--- config.mk ---
export PLATFORM = sky130hd
export DESIGN_NAME = move_sequencer
export DESIGN_NICKNAME = d
export VERILOG_FILES = /design/src/rtl/move_sequencer_pkg.sv /design/src/rtl/move_sequencer_edge_check.sv /design/src/rtl/move_sequencer.sv
export SDC_FILE = /design/constraint.sdc
export NUM_CORES = 1
export LEC_CHECK = 0
export ABC_AREA = 1
export CAP_MARGIN = 20
export CORE_UTILIZATION = 43
export DETAILED_ROUTE_END_ITERATION = 10
export SLEW_MARGIN = 20
export SYNTH_ARGS = -nofsm -noshare
export SYNTH_HDL_FRONTEND = slang
export SYNTH_HIERARCHICAL = 1
export SYNTH_SLANG_ARGS = --single-unit
--- constraint.sdc ---
create_clock -name clk_50MHz_i -period 3.4 [get_ports clk_50MHz_i]
set_clock_uncertainty 0.1 [all_clocks]
set_input_delay 0.68 -clock clk_50MHz_i [delete_from_list [all_inputs] [get_ports clk_50MHz_i]]
set_output_delay 0.68 -clock clk_50MHz_i [all_outputs]
set_load 0.05 [all_outputs]
--- src/rtl/move_sequencer_pkg.sv ---
// move_sequencer_pkg: direction codes, grid limits and FSM encoding shared by the move sequencer.
package move_sequencer_pkg;
  localparam logic [2:0] DIR_UP    = 3'b000;
  localparam logic [2:0] DIR_DOWN  = 3'b111;
  localparam logic [2:0] DIR_RIGHT = 3'b101;
  localparam logic [2:0] DIR_LEFT  = 3'b010;
  localparam logic [2:0] DIR_NONE  = 3'b100;
  localparam logic [2:0] GRID_MAX_X = 3'd7;
  localparam logic [1:0] GRID_MAX_Y = 2'd3;
  localparam logic [1:0] ST_IDLE  = 2'd0;
  localparam logic [1:0] ST_ISSUE = 2'd1;
  localparam logic [1:0] ST_COOL  = 2'd2;
  // Directions are encoded so that the reverse move is the bitwise complement.
  function automatic logic [2:0] opposite(input logic [2:0] dir);
    return ~dir;
  endfunction
endpackage

--- src/rtl/move_sequencer_edge_check.sv ---
// move_edge_check: flags whether a direction code is a real move and whether it stays on the grid.
module move_edge_check
  import move_sequencer_pkg::*;
#(
  parameter logic [2:0] MAX_X = GRID_MAX_X
) (
  input  logic [2:0] posx_i,
  input  logic [1:0] posy_i,
  input  logic [2:0] dir_i,
  output logic       in_grid_o,
  output logic       dir_legal_o
);
  assign dir_legal_o = dir_i inside {DIR_UP, DIR_DOWN, DIR_RIGHT, DIR_LEFT};
  assign in_grid_o = !((dir_i == DIR_UP    && posy_i == 2'd0) ||
                       (dir_i == DIR_DOWN  && posy_i == GRID_MAX_Y) ||
                       (dir_i == DIR_LEFT  && posx_i == 3'd0) ||
                       (dir_i == DIR_RIGHT && posx_i >= MAX_X));
endmodule

--- src/rtl/move_sequencer.sv ---
// move_sequencer: accepts one direction request at a time, issues it to the move datapath
// and owns the authoritative player position, with a cooldown between moves.
module move_sequencer
  import move_sequencer_pkg::*;
#(
  parameter logic [23:0] COOLDOWN_CYCLES = 24'd12_500_000,
  parameter logic [2:0]  START_X         = 3'd0,
  parameter logic [1:0]  START_Y         = 2'd0,
  parameter logic [2:0]  MAX_X           = 3'd7,
  parameter logic [15:0] STEP_INIT       = 16'd0
) (
  input  logic        clk_50MHz_i,
  input  logic        rst_async_la_i,
  input  logic        req_valid_i,
  input  logic [2:0]  req_dir_i,
  output logic        req_ready_o,
  output logic [2:0]  mv_posx_o,
  output logic [1:0]  mv_posy_o,
  output logic [2:0]  mv_dir_o,
  output logic        mv_valid_o,
  input  logic [2:0]  mv_next_posx_i,
  input  logic [1:0]  mv_next_posy_i,
  output logic        moved_o,
  output logic        blocked_o,
  output logic [15:0] step_cnt_o
);
  logic [1:0]  state_q, state_d;
  logic [2:0]  posx_q, posx_d;
  logic [1:0]  posy_q, posy_d;
  logic [2:0]  dir_q, dir_d;
  logic [23:0] cnt_q, cnt_d;
  logic [15:0] step_q, step_d;
  logic        moved_q, moved_d, blocked_q, blocked_d;
  logic        in_grid, dir_legal, accept, changed;

  move_edge_check #(.MAX_X(MAX_X)) u_edge (
    .posx_i     (posx_q),
    .posy_i     (posy_q),
    .dir_i      (req_dir_i),
    .in_grid_o  (in_grid),
    .dir_legal_o(dir_legal)
  );

  assign req_ready_o = state_q == ST_IDLE;
  assign accept      = req_valid_i && req_ready_o;
  assign changed     = {mv_next_posx_i, mv_next_posy_i} != {posx_q, posy_q};
  assign mv_posx_o   = posx_q;
  assign mv_posy_o   = posy_q;
  assign mv_dir_o    = dir_q;
  assign mv_valid_o  = state_q == ST_ISSUE;
  assign moved_o     = moved_q;
  assign blocked_o   = blocked_q;
  assign step_cnt_o  = step_q;

  always_comb begin
    state_d   = state_q;
    posx_d    = posx_q;
    posy_d    = posy_q;
    dir_d     = dir_q;
    cnt_d     = cnt_q;
    step_d    = step_q;
    moved_d   = 1'b0;
    blocked_d = 1'b0;
    if (state_q == ST_IDLE) begin
      blocked_d = accept && dir_legal && !in_grid;
      state_d   = accept && dir_legal && in_grid ? ST_ISSUE : ST_IDLE;
      dir_d     = accept && dir_legal && in_grid ? req_dir_i : dir_q;
    end else if (state_q == ST_ISSUE) begin
      posx_d    = mv_next_posx_i;
      posy_d    = mv_next_posy_i;
      moved_d   = changed;
      blocked_d = !changed;
      step_d    = changed && step_q != 16'hFFFF ? step_q + 16'd1 : step_q;
      cnt_d     = COOLDOWN_CYCLES;
      state_d   = ST_COOL;
    end else if (state_q == ST_COOL) begin
      // COOL always lasts at least one cycle, even with no cooldown configured.
      cnt_d   = cnt_q != 24'd0 ? cnt_q - 24'd1 : 24'd0;
      state_d = cnt_q <= 24'd1 ? ST_IDLE : ST_COOL;
    end else begin
      state_d = ST_IDLE;
    end
  end

  always_ff @(posedge clk_50MHz_i or negedge rst_async_la_i) begin
    if (!rst_async_la_i) begin
      state_q   <= ST_IDLE;
      posx_q    <= START_X;
      posy_q    <= START_Y;
      dir_q     <= DIR_NONE;
      cnt_q     <= 24'd0;
      step_q    <= STEP_INIT;
      moved_q   <= 1'b0;
      blocked_q <= 1'b0;
    end else begin
      state_q   <= state_d;
      posx_q    <= posx_d;
      posy_q    <= posy_d;
      dir_q     <= dir_d;
      cnt_q     <= cnt_d;
      step_q    <= step_d;
      moved_q   <= moved_d;
      blocked_q <= blocked_d;
    end
  end
endmodule

==> summary by stage, run 1 <==
Status
The run finished with clean final reports.

Clocking
In this run the post-CTS setup repair buffer count came out at 0. Clock latency on the worst-skew pair, taken at its later pin, is around 300 ps. The total of cells resized after clock tree synthesis is 0. Clock tree synthesis selected as its root buffer the cell clkbuf_8.

The TritonCTS buffer count is 5. CTS saw 52 sinks. The CTS tree is done. In this run the number of H-tree levels came out at 2. The longest clock path from root to sink contains 2 buffers. The hold buffer count at CTS is 0. After clock tree synthesis, the clock-pin slew on the worst setup and hold paths is 90 ps.

Synth
The distinct cell type count of the synthesized netlist is 30. The count of yosys warnings during synthesis is 6. The number of instances in the synthesized netlist is between 400 and 500.

Counting flops and latches in the post-synthesis netlist gives 52. The average cell area after synthesis is between 7 and 8 µm². The share of the Yosys chip area taken by registers is approximately two fifths. Counting every net in the synthesized netlist gives 457.

The cell area after technology mapping is around 3200 µm².

Global routing
After global routing the overflow that remains totals 0. The initial antenna violation count was 0. The first global-routing pass estimated 11920 µm of wire. The total global-route track usage is around a fifth. The number of global-route vias before repair is roughly 2.6k. The maximum number of pins on one net before global-route repair is 39.

STA
The count of pins over their slew limit is 0. Measured against its own limit, the worst slew margin works out to between 60% and 70%. The final worst-path cycle share is 79.79%. The highest achievable clock rate is roughly 370 MHz. The transition time at the pin with the least slew margin is 563.1 ps.

The final number of hold-violating endpoints is 0. After routing, the total negative slack on setup checks comes to 0 ps. The time the final worst path needs with I/O delays and setup is between 2000 and 3000 ps. The total setup violations reported at the end of the flow is 0.

In the post-route analysis, the smallest setup slack over all paths is about 700 ps. Setup repair after global routing left no endpoint under its margin.

Cells and area
The net count of the finished layout is roughly 500. The post-route netlist has between 7 and 8% of its cells at a drive strength greater than 1. The layout-stage area growth over the synthesis result is 16.96%. 0 antenna diodes ended up in the layout.

Run
The count of maximum capacitance violations is 0.

Setup path
The critical path capture point type is an output pin. The top fanout value on the critical path is 13. The launch instance of the worst register-to-register path is step_cnt_o[0]$_DFFE_PN0P_.

The data required time of the worst path is 2620 ps. The register-to-register path setup slack is ~1300 ps. STA puts the critical path data arrival time at roughly 1900 ps. In this run the critical register-to-register path is captured at step_cnt_o[0]$_DFFE_PN0P_. The nature of the critical path startpoint is a flop. The setup path with the least slack is of type flop to output pin. For the worst flop-to-flop path, the logic depth is 6.

Power
For this design the ratio of total power to cell area is around 650 nW/µm². The internal power component is ~1.3 mW. The total power is ~2.5 mW. Of the total power, combinational logic draws between 40% and 50%. The clock share of power is between 10 and 15%. In this run switching power makes up 45.60% of total power. In this run the static leakage power is roughly 1.7 nW. For this design the total switching power over the nets is approximately 1.1 mW. The worst-case IR drop observed on VDD is ~0.56 mV.

Per report_power, the sequential group accounts for roughly two fifths of the total.

Worst hold path
The class of the tightest hold or removal check is input pin to async pin.

Floorplanning
The initial core utilization is ~44%. The overall die width is 88.60 µm. The core region is around 7300 µm². The count of pins on the block boundary is 39. Row generation in the floorplan step produced 31 rows. The die is a little under 90 µm tall. The overall die area is between 7000 and 8000 µm².

Routing
The total wire length after detailed routing is around 7000 µm. The count of nets left with antenna violations once routing finished came out at 0. The total number of vias is 2789. The DRC violation count after routing is 0. In the routed layout, each cell is associated on average with a via count of 4.817. The detail-routed net length per standard cell is ~12 µm. The count of routing violations after the opening detailed-route iteration is ~160. The number of iterations in the first detailed-routing pass is 4.

Place
The post-placement setup slack is 903.2 ps. Routability-driven placement finished with a final weighted congestion of between 0.8 and 0.9. The HPWL after detailed placement is a little over 5000 µm. The number of I/O port buffers is 38.
-- logic make-up (layout without fill, tap and decap cells) --
group,count (synthesis),count (layout),share of synthesized area [%]
AO/OA/AOI/OAI,38,38,6.325
XOR/XNOR,25,25,6.791
adder cells (fa/ha/maj),7,7,2.716
buffers and inverters,68,109,8.731
flip-flops,52,52,40.40
AND/OR/NAND/NOR,249,249,35.04
-- synthesized netlist by cell type, drive strengths merged --
master / instances / area [µm²]
ha: 7 / 87.58
nand3: 42 / 225.2
clkinv: 1 / 5.000
nand4: 12 / 75.07
nand2: 113 / 439.2
xor2: 15 / 131.4
dfrtp: 51 / 1276
dfstp: 1 / 26.28
nor2: 75 / 340.3
o22ai: 1 / 6.260
a21oi: 11 / 55.05
xnor2: 10 / 87.58
buf: 6 / 47.54
o21bai: 1 / 7.510
clkbuf: 2 / 7.510
a22oi: 4 / 30.03
o21ai: 21 / 105.1
nor3: 7 / 50.05
inv: 59 / 221.5
-- worst max-delay path by stage --
stage,from,endpoint,slack [ps]
finish,state_q[1]$_DFF_PN0_,mv_valid_o,690
global route,state_q[1]$_DFF_PN0_,mv_valid_o,590
CTS,state_q[1]$_DFF_PN0_,mv_valid_o,670
detailed placement,mv_next_posx_i[0],step_cnt_o[0]$_DFFE_PN0P_,900
global placement,mv_next_posx_i[0],step_cnt_o[0]$_DFFE_PN0P_,970
floorplan,step_cnt_o[0]$_DFFE_PN0P_,step_cnt_o[11]$_DFFE_PN0P_,1390
-- worst max-delay path, stage by stage (launching register included) --
cell,delay [ps]
dfrtp_1,410
inv_1,80
ha_1,130
buf_4,180
clkdlybuf4s50_1,820
-- per-stage QoR --
step / cells / utilization (%) / area, µm² / hold slack, ps
after floorplan: 439 / - / 3224 / 284.4
after global placement: 571 / 50.89 / 3691 / 359.1
after detailed placement: 571 / 50.89 / 3691 / 362.9
after CTS: 579 / 51.99 / 3771 / 177.1
after global routing: 579 / 51.99 / 3771 / 180.3
final: 579 / 51.99 / 3771 / 174.1
-- per-layer routing --
metal  routed length, µm  vias up  GRT usage [%]
met5                   0        -              0
met4                  61        0          4.252
met3                 184        5          3.451
met2                3297       35          32.10
met1                3292     1286          26.25
li1                    -     1463              -
-- state kept, by name, summed over array words and instances (netlist names) --
signal      count
blocked_o       1
cnt_q          24
moved_o         1
mv_dir_o        3
mv_posx_o       3
mv_posy_o       2
state_q         2
step_cnt_o     16
-- cell type report --
| class | count | area, µm² |
|---|---|---|
| Fill cell | 743 | 3482 |
| Inverter | 60 | 226.5 |
| Sequential cell | 52 | 1303 |
| Timing Repair Buffer | 41 | 397.9 |
| Clock buffer | 8 | 80.08 |
| Tap cell | 99 | 123.9 |
| Multi-Input combinational cell | 319 | 1640 |
-- power groups by stage --
| stage | registers (mW) | clock network [mW] | logic [mW] |
|---|---|---|---|
| 4_1_cts | 1.03 | 0.357 | 1.10 |
| 2_1_floorplan | 1.22 | 0 | 0.614 |
| 6_report | 1.03 | 0.343 | 1.09 |
| 3_5_place_dp | 1.04 | 0 | 1.10 |
| 3_3_place_gp | 1.04 | 0 | 1.08 |
| 5_1_grt | 1.07 | 0.384 | 1.22 |
-- cells in the final DEF (no fill, tap or decap) --
cell type | netlist | final
nand2_1 | 109 | 109
nor2_1 | 65 | 65
inv_1 | 54 | 54
dfrtp_1 | 51 | 51
nand3_1 | 39 | 39
clkdlybuf4s50_1 | 0 | 37
o21ai_1 | 16 | 16
xor2_1 | 15 | 15
nand4_1 | 12 | 12
a21oi_1 | 11 | 11
xnor2_1 | 10 | 10
ha_1 | 7 | 7
inv_2 | 5 | 5
nor2_2 | 5 | 5
o21ai_0 | 5 | 5
clkbuf_8 | 0 | 5
nor2_4 | 4 | 4
nor3_1 | 4 | 4
a22oi_1 | 4 | 4
nand2_2 | 3 | 3
nand3_2 | 3 | 3
nor3_2 | 3 | 3
clkbuf_1 | 2 | 3
buf_4 | 2 | 3
o22ai_1 | 1 | 1
nand2_4 | 1 | 1
nor2_8 | 1 | 1
clkinv_2 | 1 | 1
o21bai_1 | 1 | 1
buf_2 | 2 | 1
dfstp_2 | 1 | 1
Note: power is estimated with default switching activity, not from simulation.
==> inputs of run 2 (changes only) <==
clock period = 2.8 ns   (was 3.4 ns; I/O delays follow)
==> run 2 against run 1 <==
  * Global-route usage shrank 0.11 points
  * Clock power up 40%
  * Combinational power grew 22%
  * Final area is 0.80% higher
  * Worst setup slack got worse by 450 ps
  * Flip-flop and latch count did not move
  * Worst hold slack lost 19 ps
  * Via count is 0.57% higher
  * Die area did not move
  * Cell count did not move
  * First-iteration DRC count fell by 49%
  * Critical path type unchanged
  * Critical endpoint is now req_ready_o
==> summary by stage, run 2 (synthesis gave the netlist of run 1 again) <==
Status
The run finished with clean final reports.

Place
Once placement finished, the instance area stood at approximately 3700 µm². The final weighted congestion in routability-driven placement is roughly 0.84. The detailed placement HPWL is approximately 5000 µm.

The number of I/O port buffers is 38.

Clocking
The tree is rooted in a clkbuf_8. The sink count of the clock tree is 52. Gates resized during post-CTS repair numbered 0. The buffer depth of the longest clock path is 2. The CTS tree is done. The number of hold buffers added after CTS was 0. The H-tree level count is 2. At the later pin of the worst-skew pair, clock insertion delay measures between 300 and 400 ps. After clock tree synthesis, the clock-pin slew on the worst setup and hold paths is around 100 ps. The buffers inserted during post-CTS setup optimization is 0. Clock tree synthesis inserted a total of 5 buffers.

Global routing
The number of global-route vias before repair is roughly 2.6k. The total overflow left after global routing is 0. The initial antenna violation count is 0. The global-route wire length before repair is 11780 µm. Global routing used roughly a fifth of the available tracks across all layers. The maximum number of pins on one net before global-route repair is 32.

Cells and area
The post-route netlist has between 8 and 9% of its cells at a drive strength greater than 1. The most frequent standard cell in the layout excluding fill and tap cells is nand2_1. The final antenna diode count is 0.

The register with the most flip-flops in the layout has 24 of them. The finished cells cover approximately 3800 µm². The layout-stage area growth over the synthesis result is 17.89%. Leaving out fill and tap cells, the most frequent cells in the layout are nand2_1 (109), nor2_1 (65), inv_1 (54), dfrtp_1 (51), nand3_1 (39). The net count of the finished layout is just under 500. For this run, the share of the core covered by cells in the final layout is 52.41%. Counting flops per register, the top entry is cnt_q.

Setup path
The nature of the critical path startpoint is a flop. The data required time of the worst path is around 2100 ps. The launch instance of the worst register-to-register path is step_cnt_o[0]$_DFFE_PN0P_. The launching instance or port of the critical path is state_q[1]$_DFF_PN0_.

The critical path capture point type is an output pin. The setup path with the least slack is of type flop to output pin. The top fanout value on the critical path is 5. The data arrival time of the critical path is ~1900 ps.

Run
The count of maximum capacitance violations is 0.

STA
Setup violations remaining at the end of the flow were counted as 0. The worst pin sits at a relative slew slack of 57.46%. Subtracting the final worst setup slack from the clock period gives around 2600 ps. For the pin with the worst max-slew slack, the measured transition is around 640 ps. The final worst-path cycle share is about nine tenths. Setup repair after global routing left no endpoint under its margin.

The final number of hold-violating endpoints is 0. Summed over all failing endpoints, the final setup total negative slack is 0 ps. Derived from the worst setup path, the maximum achievable clock frequency is just under 400 MHz. The count of pins over their slew limit was 0.

Routing
The total number of vias is approximately 2.8k. After detailed routing, the number of remaining DRC violations is 0. The number of iterations in the first detailed-routing pass is 4. Using the TritonRoute via totals, the vias-per-cell ratio works out to between 4 and 5. The remaining antenna violation count after routing is 0. The detail-routed net length per standard cell is approximately 12 µm. The total wire length after detailed routing is roughly 6800 µm.

The first routing iteration left a little over 80 violations.

Floorplanning
The number of rows in the core area is 31. The floorplan step defined a die boundary enclosing about 7800 µm². During I/O placement, the number of pins put on the boundary was 39.

Measured along the x axis, the die boundary spans roughly 89 µm. The vertical die dimension is slightly below 90 µm. For this configuration, the core starts out at a cell density of between 40% and 50%. The region available for standard cell placement spans just over 7000 µm².

Power
The leakage power of the design is between 1.5 and 2 nW. The maximum VDD drop is roughly 0.46 mV. The total power is between 3 and 4 mW. Dividing total power by cell area gives a power density of 805.5 nW/µm².

Worst hold path
The worst hold path belongs to the class input pin to async pin.
run 2: cell types whose count changed in the layout (fill, tap and decap cells not counted):
| cell | before | now |
|---|---|---|
| clkbuf_1 | 3 | 1 |
| buf_12 | 0 | 1 |
| clkdlybuf4s50_1 | 37 | 36 |
| clkbuf_8 | 5 | 7 |
run 2: per-layer routing:
layer  global-route usage (%)  share of wire, %  vias up
met1                    24.14                48     1297
li1                         -                 -     1463
met4                    5.279               1.1        0
met5                        0                 0        -
met3                    2.985               2.8        7
met2                    34.06                48       38
run 2: final timing paths:
check                                             to  slack (ps)  cells after the start
max                                      req_ready_o         240                      3
min                            cnt_q[23]$_DFFE_PN0P_         160                      1
max reg2reg                step_cnt_o[1]$_DFFE_PN0P_         740                      7
min reg2reg                  mv_dir_o[2]$_DFFE_PN1P_         370                      2
max in group asynchronous    mv_dir_o[2]$_DFFE_PN1P_        1810                      2
min in group clk_50MHz_i     mv_dir_o[2]$_DFFE_PN1P_         370                      2
run 2: where the power goes:
part	switching, mW	total (mW)	internal (mW)
Clock	0.253	0.479	0.226
Sequential	0.278	1.26	0.979
Combinational	0.848	1.33	0.478
run 2: stage by stage:
step	hold slack (ps)	setup slack [ps]	instances
after floorplan	164.4	792.3	439
after global placement	358.0	494.2	571
after detailed placement	361.8	371.2	571
after CTS	180.4	224.3	579
after global routing	192.7	170.2	579
final	155.4	239.0	579
run 2: cell type report:
| type | count | area [µm²] |
|---|---|---|
| Inverter | 60 | 226.5 |
| Multi-Input combinational cell | 319 | 1640 |
| Tap cell | 99 | 123.9 |
| Clock buffer | 8 | 100.1 |
| Timing Repair Buffer | 41 | 407.9 |
| Sequential cell | 52 | 1303 |
| Fill cell | 752 | 3452 |
run 2: worst max-delay path: stages, from the launching register on:
cell and delay (ps):
dfrtp_1 420, inv_1 90, ha_1 250, clkdlybuf4s50_1 840
==> inputs of run 3 (changes only) <==
GPL_TIMING_DRIVEN = 0   (was default)
SLEW_MARGIN = default   (was 20)
==> run 3 against run 2 <==
  * Power hardly changed
  * Sequential share of layout area fell by 0.29 points
  * Cell count up 1.0%
  * Worst hold slack got worse by 16 ps
  * Non-clock buffer count is 6 higher
  * Core utilization rose by 0.45 points
  * Die area did not move
  * Critical path type unchanged
  * Critical endpoint unchanged
  * Flip-flop and latch count unchanged
==> summary by stage, run 3 (synthesis gave the netlist of run 1 again) <==
Routing
After detailed routing, the total wire length is roughly 7300 µm. The number of iterations in the first detailed-routing pass is 4. Summed over all nets, wire length on met2 after detailed routing comes to around 3600 µm.

The count of routing violations after the opening detailed-route iteration is roughly 110. The via-per-instance ratio is 4.865. The length of routed wiring on met1 is 3447 µm. The routed design uses ~190 µm of met3 wire. The total number of vias is ~2.8k. The highest metal layer used by the detailed router is met4. After detailed routing, the average wire length per cell comes to 12.41 µm. The detail route stage leaves a number of antenna-violating nets equal to 0. The DRC violation count after routing is 0.

Global routing
For this run, the total global-route usage over all layers was measured as 20.27%. The first global-routing pass estimated approximately 12000 µm of wire. The number of global-route vias before repair is 2638. The initial antenna violation count came to 0. The residual overflow from global routing is 0.

Entering global routing, the biggest net connects 30 pins.

Run
The tool flagged a number of max-cap violations equal to 0.

Clocking
The clock transition at the register clock pins on the worst setup and hold paths after CTS is around 90 ps. The total of cells resized after clock tree synthesis is 0. The TritonCTS buffer count is 5. TritonCTS built the clock tree. The buffer depth of the longest clock path is 2. Clock latency on the worst-skew pair, taken at its later pin, is roughly 310 ps. The cell sitting at the root of the clock tree is a clkbuf_8.

Counting every sink on the clock net gives 52. The H-tree was split into 2 levels. The buffers inserted during post-CTS setup optimization is 0. The hold buffer count at CTS is 0.

STA
The final number of hold-violating endpoints is 0. Setup repair after global routing left no endpoint under its margin. The total setup violations reported at the end of the flow is 0. The final total negative setup slack is 0 ps.

The clock period could shrink to 2559 ps. The count of pins over their slew limit was 0. The normalized max-slew margin is approximately 60%. For the pin with the worst max-slew slack, the measured transition is a little under 600 ps. In the finished design, the share of the clock period the worst path needs comes to about nine tenths.

Once routing completed, OpenROAD measured the worst setup slack at approximately 240 ps. Final hold analysis gives a worst-case slack of approximately 140 ps. Based on the critical path, the design can be clocked at up to 390.8 MHz.

Cells and area
The repair_antennas step left the layout with diodes totalling 0. Counting flops per register, the top entry is cnt_q. Registers take between 1000 and 1500 µm². Cells with a size suffix above 1 make up around 8.4% of the layout. The net count of the finished layout is between 500 and 600. The layout-stage area growth over the synthesis result is 18.90%. The filler cells instantiated in the layout total 734. The multi-input combinational cells in the finished layout cover a total of approximately 1600 µm². The library cells used most frequently in the layout, excluding fill and tap cells, are nand2_1 (109), nor2_1 (65), inv_1 (54), dfrtp_1 (51), nand3_1 (39). The number of flip-flops under the largest register name is 24. The most frequent standard cell in the layout excluding fill and tap cells is nand2_1.

Power
The completed layout was analyzed and its total power is 3.063 mW. The combinational share of power is 44.6%. Sequential cells account for 40.7% of the total power. The analysis attributes to net switching a power of between 1 and 1.5 mW. In this run, the clock network consumes between 10% and 20% of the power. The leakage power of the design is 1.692 nW. The switching power as a share of total power is 45.50%. The power density over the cells is approximately 800 nW/µm². Internal power comes to around 1.7 mW.

The maximum VDD drop is ~0.46 mV.

Place
After legalization and detailed placement, the total HPWL measured around 5400 µm. The post-placement setup slack is 579.2 ps. The number of I/O port buffers is 38. The final weighted congestion in routability-driven placement is approximately 0.85.

Floorplanning
The count of pins on the block boundary is 39. The die is roughly 90 µm tall. The overall die area is 7849 µm². The overall die width is 88.60 µm. The number of rows in the core area is 31. Once the floorplan was initialized, standard cells occupied between 40% and 50% of the core. The placeable core region is approximately 7300 µm².

Setup path
The nature of the critical path startpoint is a flop. The top fanout value on the critical path is 5. At the worst endpoint, the arrival time is around 1900 ps. The data required time of the worst path is 2140 ps. The start-to-end type of the worst setup path is flop to output pin. The critical path capture point type is an output pin.

Status
The run finished with clean final reports.

Worst hold path
The class of the tightest hold or removal check is input pin to async pin.
-- run 3: path summary, 6_finish.rpt --
path / start / endpoint / slack [ps] / depth (start not counted)
max reg2reg: state_q[1]$_DFF_PN0_ / cnt_q[15]$_DFFE_PN0P_ / 640 / 6
max in group asynchronous: rst_async_la_i / mv_dir_o[2]$_DFFE_PN1P_ / 1830 / 2
min: rst_async_la_i / cnt_q[23]$_DFFE_PN0P_ / 140 / 1
min reg2reg: mv_dir_o[2]$_DFFE_PN1P_ / mv_dir_o[2]$_DFFE_PN1P_ / 380 / 2
max: state_q[0]$_DFF_PN0_ / req_ready_o / 240 / 3
min in group clk_50MHz_i: mv_dir_o[2]$_DFFE_PN1P_ / mv_dir_o[2]$_DFFE_PN1P_ / 380 / 2
-- run 3: routing by layer --
metal  vias to the layer above  GRT usage, %
met5                         -             0
met4                         0         4.399
met3                         6         3.265
met2                        35         35.03
met1                      1327         26.74
li1                       1478             -
-- run 3: through the flow --
stage	cell area, µm²	std cells	util [%]
global route	3834	585	52.85
detailed placement	3744	577	51.61
CTS	3834	585	52.85
floorplan	3224	439	-
finish	3834	585	52.85
global placement	3729	576	51.41
-- run 3: layout make-up --
class / instances / area share, %
inverters: 60 / 5.907
clock buffers: 8 / 2.350
well taps: 99 / 3.231
multi-input cells: 319 / 42.79
repair buffers: 39 / 10.31
flip-flops and latches: 52 / 33.98
plain buffers: 8 / 1.436
-- run 3: power by group through the flow --
stage	logic (mW)	clock network [mW]	registers, mW
finish	1.37	0.449	1.25
global route	1.52	0.503	1.29
CTS	1.38	0.468	1.25
detailed placement	1.37	0	1.26
global placement	1.35	0	1.25
floorplan	0.745	0	1.48
-- run 3: critical path: stages (launching register included) --
cell and delay, ps:
dfrtp_1 400, inv_1 100, ha_1 260, clkdlybuf4s50_1 830
==> RTL change 1: new RTL, settings of run 2 <==
Register the output `step_cnt_o` once more, with the module's reset; this adds one clock of latency there. The other outputs are not delayed to match.
--- a/src/rtl/move_sequencer.sv
+++ b/src/rtl/move_sequencer.sv
@@ -50,7 +50,13 @@
   assign mv_valid_o  = state_q == ST_ISSUE;
   assign moved_o     = moved_q;
   assign blocked_o   = blocked_q;
-  assign step_cnt_o  = step_q;
+  always_ff @(posedge clk_50MHz_i or negedge rst_async_la_i) begin
+    if (!rst_async_la_i) begin
+      step_cnt_o <= '0;
+    end else begin
+      step_cnt_o <= step_q;
+    end
+  end
 
   always_comb begin
     state_d   = state_q;
Behaviour: not the same (a bounded check fails within 4 cycles, from zero or initial values and one cycle with rst_async_la_i low).
==> RTL change 1 against run 2 <==
- power is 14% higher
- design area is 12% higher
- setup slack lost 13 ps
- synthesized area increased by 11%
- sequential cell count increased by 16
- wire length grew 10%
- global-route usage is 0.62 points higher
- hold slack lost 28 ps
- fmax is 0.52% lower
- first-iteration DRC count is 27% higher
- clock power up 84%
- critical endpoint unchanged
- largest cell class is now flip-flops and latches
- highest routed layer unchanged
==> RTL change 1: results (changes against run 2) <==
metric	value	unit	change
status	finished, final reports clean		
top post-synthesis cells by area	dfrtp_1, nand2_1, nor2_1		
worst vdd ir	0.4853	mV	+6.3%
gr usage total	0.1979		+0.006189
vias per inst	4.836		-0.18%
Starting DRT DRC Count	105		+27%
M1 wire length	3822	µm	+16%
Placed Instance Area	4049	µm²	+9.4%
Seq/Total Area, Yosys	0.4764		+0.07242
Synth Area in Compound Gates	0.05705		-0.006199
adder-cell share of the synthesized area	0.02450		-0.002662
first-pass GRT wire length	13350	µm	+13%
largest net degree at the start of global routing	69		+120%
GP Congestion	0.8928		+6.7%
Slew HR	0.6557		+0.08105
nets@finish	515		+3.6%
xor/xnor share of the synthesized area	0.06125		-0.006655
P_sw	1342	µW	-2.7%
CTS buffer count	9		+4
Filler cells	747		-0.66%
end of the worst register-to-register path	step_q[15]$_DFFE_PN0P_		
WHS	127.2	ps	-28.27 ps
Synth top cells by count	nand2_1, dfrtp_1, nor2_1		
clk slew on worst S/H paths	70	ps	-30 ps
reg-to-reg slack, setup	760	ps	+20 ps
==> RTL change 1: changes by cell type in the layout (fill, tap and decap cells not counted), sizes merged, moves of 3 or more <==
cell	change
nand2	-6
nand4	+3
clkbuf	+3
a22oi	-4
dfrtp	+16
==> RTL change 1: metrics by stage <==
stage / setup WS (ps) / util / cells
2_1_floorplan: 938.4 / - / 454
3_3_place_gp: 600.1 / 0.5133 / 588
3_5_place_dp: 548.0 / 0.5133 / 588
4_1_cts: 208.7 / 0.5406 / 603
5_1_grt: 138.9 / 0.5406 / 603
6_report: 225.6 / 0.5406 / 603
==> RTL change 1: worst min-delay path by stage <==
stage,start,end,cells past startpoint
2_1_floorplan,rst_async_la_i,blocked_o$_DFF_PN0_,0
3_3_place_gp,step_q[15]$_DFFE_PN0P_,step_cnt_o[15]$_DFF_PN0_,0
3_5_place_dp,step_q[15]$_DFFE_PN0P_,step_cnt_o[15]$_DFF_PN0_,0
4_1_cts,rst_async_la_i,cnt_q[23]$_DFFE_PN0P_,2
5_1_grt,rst_async_la_i,cnt_q[0]$_DFFE_PN0P_,2
6_report,rst_async_la_i,cnt_q[23]$_DFFE_PN0P_,2
==> RTL change 1: power by group through the flow <==
stage / sequential [µW] / clock [µW] / combinational (µW)
after floorplan: 1650 / 0 / 632
after global placement: 1480 / 0 / 1140
final: 1460 / 881 / 1150
after detailed placement: 1480 / 0 / 1150
after CTS: 1460 / 910 / 1160
after global routing: 1510 / 950 / 1300
==> RTL change 1: final cells by class <==
| cell class | count | area (µm²) | area share |
|---|---|---|---|
| clock inverter | 4 | 73.82 | 0.01731 |
| tap | 102 | 127.6 | 0.02993 |
| timing repair buffer | 43 | 422.9 | 0.09918 |
| clock buffer | 11 | 141.4 | 0.03316 |
| sequential | 68 | 1703 | 0.3994 |
| inverter | 61 | 230.2 | 0.05399 |
| multi-input combinational | 314 | 1565 | 0.3671 |
==> RTL change 1: metal layers <==
layer | vias up | global-route usage
met5 | - | 0
li1 | 1524 | -
met4 | 0 | 0.08205
met2 | 58 | 0.3033
met1 | 1322 | 0.2750
met3 | 12 | 0.03659
==> RTL change 1: logic make-up (layout without fill, tap and decap cells) <==
group | Yosys count | in the layout
AO/OA/AOI/OAI | 39 | 39
flip-flops | 68 | 68
XOR/XNOR | 25 | 25
buffers and inverters | 72 | 119
AND/OR/NAND/NOR | 243 | 243
adder cells (fa/ha/maj) | 7 | 7
==> RTL change 1: worst max-delay path, stage by stage, from the launching register on <==
cell	delay, ps
dfrtp_1	410
inv_1	80
ha_1	250
clkdlybuf4s50_1	850
==> RTL change 2: new RTL, config.mk and constraints of run 2 <==
Made on the original files. `MAX_X`: 3'd7 -> 3'd3.
--- a/src/rtl/move_sequencer.sv
+++ b/src/rtl/move_sequencer.sv
@@ -6,7 +6,7 @@
   parameter logic [23:0] COOLDOWN_CYCLES = 24'd12_500_000,
   parameter logic [2:0]  START_X         = 3'd0,
   parameter logic [1:0]  START_Y         = 2'd0,
-  parameter logic [2:0]  MAX_X           = 3'd7,
+  parameter logic [2:0]  MAX_X           = 3'd3,
   parameter logic [15:0] STEP_INIT       = 16'd0
 ) (
   input  logic        clk_50MHz_i,
Check against the original RTL: no difference found for any inputs over 10 cycles, from zero or initial values and one cycle with rst_async_la_i low; that may be too few to reach the edited logic, so the function may still have changed.
==> RTL change 2 against run 2 <==
- synthesized area shrank 0.50%
- wire length barely moved
- design area fell by 0.40%
- setup slack improved by 25 ps
- power is 5.1% lower
- critical path type unchanged
- fmax is 1.0% higher
- sequential share of layout area grew 0.14 points
- via count decreased by 0.86%
- first-iteration DRC count is 27% higher
- sequential cell count unchanged
==> RTL change 2: results (changes against run 2) <==
metric	value	unit	change
vias in the first global route	2543		-3.1%
Seq pwr share	0.419		+0.009
share of cells above drive strength 1	0.08421		+0.002961
Multi-input gate area	1632	µm²	-0.53%
Post-Syn Nets	451		-1.3%
first-pass GRT wire length	11930	µm	+1.3%
Filler cells	725		-3.6%
Lkg Pwr	0.001645	µW	-1.8%
cell count after placement	566		-0.88%
Critical Path AT	1880	ps	-20 ps
Slew HR	0.5818		+0.007196
count of clock buffers in the final design	7		-1
post-DP HPWL	5048	µm	-0.51%
clk pwr	470	µW	-2%
fraction of area in multi-input gates	0.4309		-0.0006018
Place WS	598.8	ps	+227.6 ps
Seq/total area	0.3440		+0.001359
M2 GR Usage	0.3203		-0.02028
Synth Area in Compound Gates	0.06513		+0.001881
non-clk buf share	0.1097		+0.002408
Layout Cells excl Fill	574		-0.86%
met1 Resource Use GR	0.2643		+0.02295
Seq group	1220	µW	-3%
end of the worst register-to-register path	step_cnt_o[12]$_DFFE_PN0P_		
Core Region	7214	µm²	-0.53%
Buffers excl. clock	42		+2.4%
top post-synthesis cells by area	dfrtp_1, nand2_1, nor2_1		
Multi-input comb cells	315		-1.3%
WHS	152.3	ps	-3.180 ps
adder-cell share of the synthesized area	0.02730		+0.0001377
Logic inverters	58		-3.3%
wire length on met3	319	µm	+64%
Post-Syn Instances	433		-1.4%
nets@finish	492		-1.0%
status	finished, final reports clean		
final-layout clock-cell area share	0.02479		-0.001548
root buf cell	clkbuf_8		
xor/xnor share of the synthesized area	0.06825		+0.0003443
vias per inst	4.845		about the same
GP Congestion	0.8250		-1.4%
Placed Instance Area	3692	µm²	-0.24%
Seq Cell Count	52		unchanged
gr usage total	0.1959		+0.004232
reg-to-reg slack, setup	810	ps	+70 ps
Seq/Total Area, Yosys	0.4060		+0.002048
M1 wire length	3208	µm	-2.5%
worst vdd ir	0.4798	mV	+5.1%
GRT met3 Usage	0.03358		+0.003731
DRT Wirelength	6851	µm	about the same
Starting DRT DRC Count	105		+27%
Netlist cell types	31		+3.3%
-- RTL change 2: cell types whose count changed after synthesis, sizes merged --
cell,change
a21oi,+1
nand4,+1
or2,+1
inv,-2
nor2,-4
nand2,-3
-- RTL change 2: worst max-delay path: stages (launching register included) --
cell             delay, ps
dfrtp_1                410
inv_1                   90
ha_1                   230
clkdlybuf4s50_1        830
-- RTL change 2: how the worst max path moves through the flow --
| stage | start | to | slack, ps | cells past startpoint |
|---|---|---|---|---|
| 4_1_cts | state_q[1]$_DFF_PN0_ | req_ready_o | 250 | 3 |
| 5_1_grt | state_q[1]$_DFF_PN0_ | req_ready_o | 190 | 3 |
| 3_5_place_dp | state_q[1]$_DFF_PN0_ | req_ready_o | 600 | 3 |
| 3_3_place_gp | state_q[1]$_DFF_PN0_ | req_ready_o | 620 | 3 |
| 6_report | state_q[1]$_DFF_PN0_ | req_ready_o | 260 | 3 |
| 2_1_floorplan | step_cnt_o[0]$_DFFE_PN0P_ | step_cnt_o[11]$_DFFE_PN0P_ | 790 | 7 |
